**config.mk**
```make
export PLATFORM = sky130hd
export DESIGN_NAME = line_clear_engine
export DESIGN_NICKNAME = d
export VERILOG_FILES = /design/src/rtl/line_clear_engine.sv
export SDC_FILE = /design/constraint.sdc
export NUM_CORES = 1
export LEC_CHECK = 0
export CAP_MARGIN = 20
export CORE_AREA = 2 2 177 179
export DETAILED_ROUTE_END_ITERATION = 10
export DIE_AREA = 0 0 179 181
export DONT_BUFFER_PORTS = 1
export GPL_ROUTABILITY_DRIVEN = 0
export GPL_TIMING_DRIVEN = 0
export PLACE_DENSITY = 0.73
export RECOVER_POWER = 100
export SLEW_MARGIN = 10
export SYNTH_ARGS = -nofsm -noshare
export SYNTH_HDL_FRONTEND = slang
export SYNTH_SLANG_ARGS = --single-unit
```
**constraint.sdc**
```tcl
create_clock -name clk -period 5.8 [get_ports clk]
set_input_delay 0.58 -clock clk [delete_from_list [all_inputs] [get_ports clk]]
set_output_delay 0.58 -clock clk [all_outputs]
set_load 0.01 [all_outputs]
```
**src/rtl/line_clear_engine.sv**
```systemverilog
// Tetris line-clear engine: snapshots the board, flags full rows, then compacts
// the board in place one row per cycle and keeps a saturating cleared-line total.
module line_clear_engine #(
    parameter int WIDTH   = 10,
    parameter int HEIGHT  = 20,
    parameter int TOTAL_W = 16,
    localparam int CNT_W  = $clog2(HEIGHT + 1)
) (
    input  logic                      clk,
    input  logic                      rst_n,
    input  logic                      start,
    input  logic [0:WIDTH*HEIGHT-1]   board_in,
    input  logic                      clr_total,
    output logic                      busy,
    output logic                      done,
    output logic [0:WIDTH*HEIGHT-1]   board_out,
    output logic [HEIGHT-1:0]         full_lines,
    output logic                      full_line,
    output logic [CNT_W-1:0]          lines_cleared,
    output logic [TOTAL_W-1:0]        lines_total
);

    localparam int IDX_W = $clog2(HEIGHT);
    localparam int SUM_W = ((TOTAL_W > CNT_W) ? TOTAL_W : CNT_W) + 1;
    localparam logic [IDX_W-1:0] LAST_ROW = IDX_W'(HEIGHT - 1);

    typedef enum logic [2:0] {IDLE, SCAN, COMPACT, FILL, DONE} state_t;

    state_t              state, state_next;
    logic [WIDTH-1:0]    rows [HEIGHT];
    logic [HEIGHT-1:0]   row_full;
    logic [IDX_W-1:0]    src, dst;

    function automatic logic [CNT_W-1:0] popcount(input logic [HEIGHT-1:0] m);
        logic [CNT_W-1:0] c;
        c = '0;
        for (int i = 0; i < HEIGHT; i++) c = c + CNT_W'(m[i]);
        return c;
    endfunction

    function automatic logic [TOTAL_W-1:0] sat_add(input logic [TOTAL_W-1:0] a,
                                                   input logic [CNT_W-1:0] b);
        logic [SUM_W-1:0] s;
        s = SUM_W'(a) + SUM_W'(b);
        if (s > SUM_W'({TOTAL_W{1'b1}})) return {TOTAL_W{1'b1}};
        return s[TOTAL_W-1:0];
    endfunction

    always_comb begin
        row_full = '0;
        for (int r = 0; r < HEIGHT; r++) row_full[r] = &rows[r];
    end

    for (genvar r = 0; r < HEIGHT; r++) begin : g_out
        assign board_out[r*WIDTH +: WIDTH] = rows[r];
    end

    assign busy      = (state != IDLE);
    assign done      = (state == DONE);
    assign full_line = |full_lines;

    always_ff @(posedge clk or negedge rst_n) begin
        if (!rst_n) state <= IDLE;
        else        state <= state_next;
    end

    always_comb begin
        state_next = state;
        case (state)
            IDLE:    if (start) state_next = SCAN;
            SCAN:    state_next = (row_full == '0) ? DONE : COMPACT;
            COMPACT: if (src == '0) state_next = FILL;
            FILL:    if (dst == '0) state_next = DONE;
            DONE:    state_next = IDLE;
            default: state_next = IDLE;
        endcase
    end

    // The mask registered in SCAN steers COMPACT; dst >= src keeps the copy safe.
    always_ff @(posedge clk or negedge rst_n) begin
        if (!rst_n) begin
            for (int r = 0; r < HEIGHT; r++) rows[r] <= '0;
            full_lines    <= '0;
            lines_cleared <= '0;
            lines_total   <= '0;
            src           <= LAST_ROW;
            dst           <= LAST_ROW;
        end else begin
            case (state)
                IDLE: begin
                    if (start)
                        for (int r = 0; r < HEIGHT; r++) rows[r] <= board_in[r*WIDTH +: WIDTH];
                end
                SCAN: begin
                    full_lines    <= row_full;
                    lines_cleared <= popcount(row_full);
                    src           <= LAST_ROW;
                    dst           <= LAST_ROW;
                end
                COMPACT: begin
                    src <= src - IDX_W'(1);
                    if (!full_lines[src]) begin
                        rows[dst] <= rows[src];
                        dst       <= dst - IDX_W'(1);
                    end
                end
                FILL: begin
                    rows[dst] <= '0;
                    dst       <= dst - IDX_W'(1);
                end
                DONE: lines_total <= sat_add(lines_total, lines_cleared);
                default: ;
            endcase
            if (clr_total) lines_total <= '0;
        end
    end

endmodule

```
==> impl_metrics.toml <==
[finish]
final_common_cell = "dfrtp_1"
most-common-layout-cells = "248 x dfrtp_1, 186 x nand2_1, 127 x o21ai_0"
multi_input_area_sq_um = 8203
syn_to_final_growth_pct = 9.124
utilization_pct = 55.27
ff_latch_area_sq_um = 6364
finalNonFillerCells = 2004
drive_gt1_share_pct = 10.22
n_fill_cell = 2670
fin_nets = 1823

[synthesis]
synth_edf_count = 0
netlist_area_sq_um = 15370
syn_area_per_cell_sq_um = 9.911
yosysTopAreaCellShare_pct = 40.37
synth_area_leaders = "dfrtp_1 40%, a22o_1 6.2%, o2bb2ai_1 5.7%"
synth_area_leader_cell = "dfrtp_1"
synth_ff_type = "dfrtp_1"
synthesis.nets = 1790
synth.distinct_cells = 65
ys_async_sr_fraction_pct = 100.0
yosys_warnings = 0
yosysSeqAreaShare_pct = 41.40
postSynthCellCount = 1551
synth_seq_cells = 254

[timing]
max_freq_ghz = 0.1921
setup_ws_ps = 594.9
rsz0062_at_grt = "no"
max-slew-margin-rel_pct = 17.50
timing.hold.ws_ps = -299.8
hold_viol_final = 248
setup_violations = 0
min_period_ps = 5205
fin_crit_sh_pct = 89.74
clock-skew-final_ps = 19.04
worst_pin_slew_ps = 1237
finalSetupTns_ps = 0
maxSlewViolCount = 0

[global_routing]
grt_pass1_vias = 14220
antenna_found_initial = 2
globalRouteTotalUtil_pct = 41.26
grt_max_degree = 255
gr-total-overflow = 0
grt_pass1_wl_um = 97840

[worst_setup_path]
cp_max_fo = 10
timing.setup.critical_path_class = "reg2reg"
end_kind = "register"
arrival_ps = 5700
critPathRequiredTime_ps = 6300
crit_path_start_kind = "register"

[clocking]
path_clk_slew_ps = 70
htree_levels = 1
cts_root_buffer = "clkbuf_16"
clock_sinks = 254
clk_latency_ps = 590
max-clock-path-buffers = 3
cts_buffers = 30
tritoncts = "yes"
postCtsSetupBuffers = 0

[pwr]
vdd_drop_max_uv = 242.3
p_per_area_nw_per_um2 = 362.4
power_mw = 6.078
leakage_nw = 7.007

[floorplanning]
dieArea_sq_um = 32400
coreArea_sq_um = 30350
die_h_um = 181
row_count = 64
ioPinCount = 448
die_w_um = 179
initial_utilization_pct = 50.65

[placed_design]
dp_hpwl_um = 50240
place_inst = 1947
pre_cts_slack_ps = 689.6
portBuffers = 0

[detailed_routing]
wl_um = 67980
routedWlPerCell_um = 33.92
routed-via-count = 14850
first_pass_iters = 7
drt.antenna.violating_nets = 0
avgViaCountPerCell = 7.409
drt_iter0_drc = 1845
drc = 0

[run_status]
violations = "hold timing"
outcome = "finished with violations"

[worst_hold_path]
min_path_type = "in2async"

[job]
maxCapViolations = 0
[path summary, 6_finish.rpt]
path / from / to / slack, ps / depth (start not counted)
worst min register to register: src[4]$_DFFE_PN1P_ / src[4]$_DFFE_PN1P_ / 570 / 1
worst min-delay path: rst_n / lines_total[14]$_DFFE_PN0P_ / -300 / 0
max in group asynchronous: rst_n / board_out[32]$_DFFE_PN0P_ / 5120 / 0
worst max-delay path: src[0]$_DFFE_PN1P_ / board_out[78]$_DFFE_PN0P_ / 590 / 10
worst max register to register: src[0]$_DFFE_PN1P_ / board_out[78]$_DFFE_PN0P_ / 590 / 10
min in group clk: board_in[119] / board_out[119]$_DFFE_PN0P_ / 210 / 2
[metrics by stage]
stage | area (sq um) | hold WS, ps
floorplan | 15370 | 284.4
finish | 16770 | -299.8
global route | 16770 | -309.5
detailed placement | 15870 | 289.5
CTS | 16840 | -306.1
global placement | 15870 | 289.3
[kinds of logic after synthesis]
kind of cell | share of synthesized area, %
compound gates | 25.74
xor+xnor | 0.2279
fa+ha+maj | 3.581
buf+inv | 5.063
flops | 41.40
mux | 8.261
simple gates | 15.73
[cells in the mapped netlist, types with 6 or more instances]
cell and instances:
a211oi_1 12, a21oi_1 43, a221oi_1 60, a22o_1 109, a22oi_1 35, a22oi_2 15
and3_1 12, and4_1 9, buf_2 25, buf_6 16, clkbuf_1 71, dfrtp_1 248
dfstp_2 6, fa_1 15, ha_1 20, inv_1 33, mux2i_1 38, mux4_2 36
nand2_1 186, nand2_4 20, nand2b_1 6, nand3_1 26, nand4_1 42, nor2_1 124
nor3_1 25, nor4_1 7, o21ai_0 125, o2bb2ai_1 100, or3_1 15
[per-layer routing]
metal | GRT usage, % | vias up | wire [um]
met5 | 0 | - | 0
met4 | 21.95 | 0 | 4951
met3 | 14.79 | 292 | 9906
met2 | 61.65 | 1249 | 29510
met1 | 52.20 | 7321 | 23610
li1 | - | 5986 | -
[flip-flops by register name, summed over array words and instances, names as in the netlist]
| name | cells |
|---|---|
| src | 5 |
| state | 3 |
| lines_cleared | 5 |
| lines_total | 16 |
| full_lines | 20 |
| board_out | 200 |
| dst | 5 |
[power by group]
| part | switching, mW | internal [mW] | total, mW |
|---|---|---|---|
| clock | 0.809 | 1.08 | 1.89 |
| combinational | 0.675 | 0.513 | 1.19 |
| sequential | 0.863 | 2.13 | 3.00 |
| total | 2.35 | 3.73 | 6.08 |
[what timing repair did]
| action | 4_1_cts | 5_1_grt |
|---|---|---|
| endpoints found under the hold margin | 254 | 254 |
| endpoints found under the setup margin | 0 | 0 |
| resized for setup | 0 | 0 |
[area by class of cell]
| cell class | instances | share of cell area (%) |
|---|---|---|
| buffer | 123 | 3.595 |
| sequential | 254 | 37.94 |
| timing repair buffer | 1 | 0.02238 |
| tap | 396 | 2.954 |
| antenna | 3 | 0.04475 |
| inverter | 34 | 0.7608 |
| clock buffer | 45 | 5.475 |
| multi-input combinational | 1140 | 48.90 |
| clock inverter | 8 | 0.3133 |
[worst max-delay path, cell delays in order (launching register included)]
cell,delay [ps]
dfstp_2,530
buf_6,150
clkbuf_1,730
clkbuf_1,900
clkbuf_1,660
clkinv_1,510
mux2i_1,250
o21ai_0,210
clkbuf_1,760
a221oi_1,190
o2bb2ai_1,200
Power figures use the tool's default switching activity.
